==> src/rtl/dcache_req_arbiter.sv <==
// Two-port arbiter in front of the single dcache request port, with an owner FIFO
// for response routing and port-0 squash on flush. Define DCACHE_ARB_RR_EN for round-robin.
module dcache_req_arbiter #(
   parameter int DEPTH = 4
) (
   input  logic        clk,
   input  logic        rst,
   input  logic        flush,
   input  logic        p0_valid,
   output logic        p0_ready,
   input  logic        p0_op,
   input  logic [3:0]  p0_wstrb,
   input  logic [31:0] p0_addr,
   input  logic [31:0] p0_wdata,
   input  logic        p0_atom,
   input  logic        p1_valid,
   output logic        p1_ready,
   input  logic        p1_op,
   input  logic [3:0]  p1_wstrb,
   input  logic [31:0] p1_addr,
   input  logic [31:0] p1_wdata,
   output logic        dc_valid,
   input  logic        dc_ready,
   output logic        dc_op,
   output logic [3:0]  dc_wstrb,
   output logic [31:0] dc_addr,
   output logic [31:0] dc_wdata,
   output logic        dc_atom,
   input  logic        dc_resp_valid,
   input  logic [31:0] dc_rdata,
   output logic        p0_resp_valid,
   output logic [31:0] p0_rdata,
   output logic        p1_resp_valid,
   output logic [31:0] p1_rdata,
   output logic        busy
);
   localparam int PW = (DEPTH > 1) ? $clog2(DEPTH) : 1;
   localparam int CW = PW + 1;

   logic [CW-1:0]    count_q, count_d;
   logic [PW-1:0]    wr_q, wr_d, rd_q, rd_d;
   logic [DEPTH-1:0] own_q, own_d, kill_q, kill_d;
   logic             lock_q, lock_d, lock_own_q, lock_own_d;
   logic             last_q, last_d, busy_q, busy_d;
   logic             full, elig0, elig1, grant, req, hs, pop, head_own, head_kill;

   always_comb begin
      full  = (count_q == CW'(DEPTH));
      elig0 = p0_valid & ~flush & ~full;
      elig1 = p1_valid & ~full;
      grant = 1'b0;
      req   = 1'b0;
      if (lock_q) begin
         // A stalled port-0 request is withdrawn on flush; port 1 always holds.
         grant = lock_own_q;
         req   = ~(~lock_own_q & flush) & ~full;
      end else begin
         req = elig0 | elig1;
`ifdef DCACHE_ARB_RR_EN
         grant = (elig0 & elig1) ? ~last_q : elig1;
`else
         grant = elig1;
`endif
      end
   end

   assign dc_valid = req & ~rst;
   assign dc_op    = dc_valid & (grant ? p1_op : p0_op);
   assign dc_wstrb = dc_valid ? (grant ? p1_wstrb : p0_wstrb) : 4'h0;
   assign dc_addr  = dc_valid ? (grant ? p1_addr : p0_addr) : 32'h0;
   assign dc_wdata = dc_valid ? (grant ? p1_wdata : p0_wdata) : 32'h0;
   assign dc_atom  = dc_valid & ~grant & p0_atom;

   assign hs       = dc_valid & dc_ready;
   assign p0_ready = hs & ~grant;
   assign p1_ready = hs & grant;

   assign pop       = dc_resp_valid & (count_q != '0);
   assign head_own  = own_q[rd_q];
   assign head_kill = kill_q[rd_q];

   assign p0_resp_valid = pop & ~head_own & ~head_kill & ~flush & ~rst;
   assign p1_resp_valid = pop & head_own & ~rst;
   assign p0_rdata      = dc_rdata;
   assign p1_rdata      = dc_rdata;
   assign busy          = busy_q;

   always_comb begin
      lock_d     = dc_valid & ~dc_ready;
      lock_own_d = lock_d ? grant : lock_own_q;
      last_d     = hs ? grant : last_q;
      own_d      = own_q;
      kill_d     = kill_q;
      for (int i = 0; i < DEPTH; i++) begin
         if (flush && !own_q[i]) kill_d[i] = 1'b1;
      end
      if (hs) begin
         own_d[wr_q]  = grant;
         kill_d[wr_q] = flush & ~grant;
      end
      wr_d = hs  ? wr_q + 1'b1 : wr_q;
      rd_d = pop ? rd_q + 1'b1 : rd_q;
      case ({hs, pop})
         2'b10:   count_d = count_q + 1'b1;
         2'b01:   count_d = count_q - 1'b1;
         default: count_d = count_q;
      endcase
      busy_d = (count_d != '0);
   end

   always_ff @(posedge clk or posedge rst) begin
      if (rst) begin
         count_q    <= '0;
         wr_q       <= '0;
         rd_q       <= '0;
         own_q      <= '0;
         kill_q     <= '0;
         lock_q     <= 1'b0;
         lock_own_q <= 1'b0;
         last_q     <= 1'b1;
         busy_q     <= 1'b0;
      end else begin
         count_q    <= count_d;
         wr_q       <= wr_d;
         rd_q       <= rd_d;
         own_q      <= own_d;
         kill_q     <= kill_d;
         lock_q     <= lock_d;
         lock_own_q <= lock_own_d;
         last_q     <= last_d;
         busy_q     <= busy_d;
      end
   end
endmodule

==> config.mk <==
export PLATFORM = sky130hd
export DESIGN_NAME = dcache_req_arbiter
export DESIGN_NICKNAME = d
export VERILOG_FILES = /design/src/rtl/dcache_req_arbiter.sv
export SDC_FILE = /design/constraint.sdc
export NUM_CORES = 1
export LEC_CHECK = 0
export CELL_PAD_IN_SITES_DETAIL_PLACEMENT = 1
export CELL_PAD_IN_SITES_GLOBAL_PLACEMENT = 1
export CORE_AREA = 4 4 122 124
export DETAILED_ROUTE_END_ITERATION = 16
export DIE_AREA = 0 0 126 128
export DONT_BUFFER_PORTS = 1
export PLACE_DENSITY = 0.53
export SLEW_MARGIN = 10
export SYNTH_ARGS = -nofsm -noshare
export SYNTH_HDL_FRONTEND = slang
export SYNTH_SLANG_ARGS = --single-unit
==> constraint.sdc <==
create_clock -name clk -period 3 [get_ports clk]
set_input_delay 0.9 -clock clk [delete_from_list [all_inputs] [get_ports clk]]
set_output_delay 0.9 -clock clk [all_outputs]
set_load 0.05 [all_outputs]
==> flow_summary.yaml <==
setup_path:
  max_stage_delay_ns: 0.23
  crit_family: "buffers and inverters"
  crit_chain: "nand2b_1 -> o21a_2 -> buf_12 -> nand2_1 -> a21oi_1 -> buf_4"
  reg2reg_depth: 12
  cp.arrival_ns: 1.98
  crit_slowest_cell: "buf_4"
  required_ns: 2.10
  cp-end-kind: "output pin"
  path_buf_inv: 2
  criticalPathCategory: "input pin to output pin"
  path_max_fanout: 50
  path_depth: 6
  startpoint_type: "input pin"
sta:
  slew_viol_final: 0
  rsz0062_at_grt: "false"
  max-slew-margin-rel: 0.7028
  tns_ns: 0
  fin_crit_ns: 2.877
  finalCritPeriodShare: 0.9589
  worst_pin_slew_ns: 0.4462
  max_freq_mhz: 347.6
  fin_worst_skew_ns: 0.001166
  setup_viol: 0
  setup_ws_ns: 0.1233
  finalHoldViolations: 0
logic_synthesis:
  yosys_warnings: 0
  syn_area_um2: 2552
  synth_fp_nets: 565
  ys_seq_elements: 18
  syn_inst: 381
  syn_avg_cell_area_um2: 6.699
  ys_types: 34
  yosysSeqAreaShare: 0.1765
hold_path:
  hold_depth: 1
  hp-class: "flip-flop to flip-flop"
drt:
  drtPass1Iterations: 4
  ant_nets: 0
  via_per_inst: 4.522
  wl_per_cell_um: 18.06
  post-route-drc-count: 0
  totalWireLength_um: 10200
  num_vias: 2555
  drt-initial-drc-count: 58
job:
  drv_cap: 0
grt:
  grt_first_pass_wirelength_um: 15150
  antenna_found_initial: 0
  grt_overflow: 0
  gr-usage-all-layers: 0.1154
  grt_pass1_vias: 2735
  grt_max_degree: 51
clock_tree:
  cts_max_level: 1
  cts_tree: "done"
  cts_buffers: 3
  clock_latency_ns: 0.25
  clock-sinks: 18
  cts_hold_buffers: 0
  cts_resized: 0
  clockBufferDepth: 2
  clkSlewWorstSetupHoldPaths_ns: 0.05
  clockRootBuffer: "clkbuf_16"
layout:
  nNetsFinal: 569
  final_common_cell: "nand2_1"
  final_cell_mix: "nand2_1, buf_4, a21oi_1, dfrtp_1, inv_1"
  area_growth_pct: 15.44
  drive_above_1_share: 0.2813
place:
  place.gp.congestion: 0.8424
  hpwl_um: 8733
  preCtsSetupSlack_ns: 0.03700
  portBuffers: 0
power_and_ir_drop:
  p_leak_nw: 1.389
  power_density_nw_per_um2: 888.2
  vdd_ir_drop_max_uv: 299.0
die:
  die_w_um: 126
  core_area_um2: 13770
  initial_core_util: 0.1853
  row_count: 43
  die-area_um2: 16130
  die_h_um: 128
  ios: 318
run_status:
  status: "finished clean"
==> through the flow <==
| step | instances | hold WS [ns] | instance area, um^2 | power [W] | util |
|---|---|---|---|---|---|
| after floorplan | 381 | 0.4588 | 2565 | 0.002101 | - |
| after global placement | 559 | 0.4719 | 2848 | 0.002275 | 0.2068 |
| after detailed placement | 559 | 0.4883 | 2848 | 0.002336 | 0.2068 |
| after CTS | 564 | 0.5004 | 2944 | 0.002655 | 0.2138 |
| after global routing | 564 | 0.5324 | 2944 | 0.002808 | 0.2138 |
| final | 565 | 0.4993 | 2947 | 0.002617 | 0.2139 |
==> final timing paths <==
path	start	endpoint	slack (ns)
setup / recovery	p1_valid	dc_addr[23]	0.12
hold / removal	kill_q[3]	kill_q[3]	0.50
setup reg to reg	count_q[0]	busy	0.38
hold reg to reg	kill_q[3]	kill_q[3]	0.50
max in group asynchronous	rst	kill_q[1]	2.14
min in group asynchronous	rst	lock_own_q	0.66
==> report_power, final <==
part	switching (W)	total, W	internal (W)
combinational	0.00121	0.00184	0.000626
clock	0.0000962	0.000299	0.000203
sequential	0.000124	0.000480	0.000356
==> cells by family (layout without fill, tap and decap cells) <==
kind of cell | count (synthesis) | in the layout | share of synthesized area
buffers and inverters | 98 | 101 | 0.2823
other | 0 | 1 | 0
xor gates and xnor gates | 6 | 6 | 0.02059
DFF | 18 | 18 | 0.1765
adders and majority gates | 6 | 6 | 0.03235
AOI/OAI and AO/OA | 89 | 89 | 0.1931
muxes | 6 | 6 | 0.03725
and+or+nand+nor | 158 | 158 | 0.2578
==> registers in the layout, indices dropped and copies added, names as in the netlist <==
| signal | flops |
|---|---|
| rd_q | 2 |
| kill_q | 4 |
| wr_q | 2 |
| busy | 1 |
| lock_own_q | 1 |
| own_q | 4 |
| lock_q | 1 |
| count_q | 3 |
==> layer usage <==
metal | GRT usage | vias up | wire length (um) | part of all wire
li1 | - | 1181 | - | -
met3 | 0.03750 | 14 | 1041 | 0.10
met1 | 0.1413 | 1178 | 4006 | 0.39
met4 | 0.01830 | 0 | 73 | 0.0072
met2 | 0.2016 | 182 | 5081 | 0.50
met5 | 0 | - | 0 | 0
==> repair_timing <==
action	in CTS	in global routing
setup endpoints to repair	1	0
endpoints found under the hold margin	0	0
buffers inserted	1	0
==> cells in the mapped netlist <==
library cell | count | share of area
a21boi_4 | 1 | 0.0074
or3_1 | 1 | 0.0025
nand2b_1 | 1 | 0.0025
inv_1 | 9 | 0.013
nand2_4 | 2 | 0.0088
a31oi_1 | 7 | 0.017
dfrtp_1 | 18 | 0.18
nor3b_4 | 1 | 0.0074
o21ai_2 | 1 | 0.0034
nor2b_1 | 1 | 0.0025
and3_1 | 2 | 0.0049
clkbuf_1 | 1 | 0.0015
mux2i_1 | 2 | 0.0078
buf_2 | 9 | 0.018
xnor2_1 | 3 | 0.010
buf_4 | 65 | 0.19
mux2_4 | 2 | 0.012
nand3_2 | 1 | 0.0039
nor2_1 | 4 | 0.0059
a21oi_1 | 74 | 0.15
a41oi_1 | 3 | 0.010
nor3_1 | 1 | 0.0020
xor2_1 | 3 | 0.010
buf_6 | 13 | 0.057
inv_2 | 1 | 0.0015
nor3_4 | 1 | 0.0064
fa_1 | 1 | 0.0078
o21a_2 | 1 | 0.0034
o31a_1 | 1 | 0.0034
nand2_1 | 142 | 0.21
nor4_1 | 1 | 0.0025
mux4_2 | 2 | 0.018
ha_1 | 5 | 0.025
o21a_1 | 1 | 0.0029
==> worst register-to-register path: stages, from the launching register on <==
cell and delay (ns):
dfrtp_1 0.44, nor3b_4 0.27, buf_4 0.18, nor3_4 0.05
buf_4 0.14, nand2_4 0.10, ha_1 0.21, inv_1 0.07
fa_1 0.39, xor2_1 0.14, nor2_1 0.06, xor2_1 0.14
or3_1 0.31
==> area by class of cell <==
| type | count | area, um^2 |
|---|---|---|
| repair buffers | 87 | 740.7 |
| well taps | 180 | 225.2 |
| inverters | 10 | 37.54 |
| multi-input cells | 265 | 1401 |
| fillers | 1706 | 10830 |
| diodes | 1 | 2.502 |
| flip-flops and latches | 18 | 450.4 |
| clock buffers | 4 | 88.84 |
(Power assumes the default switching activity.)
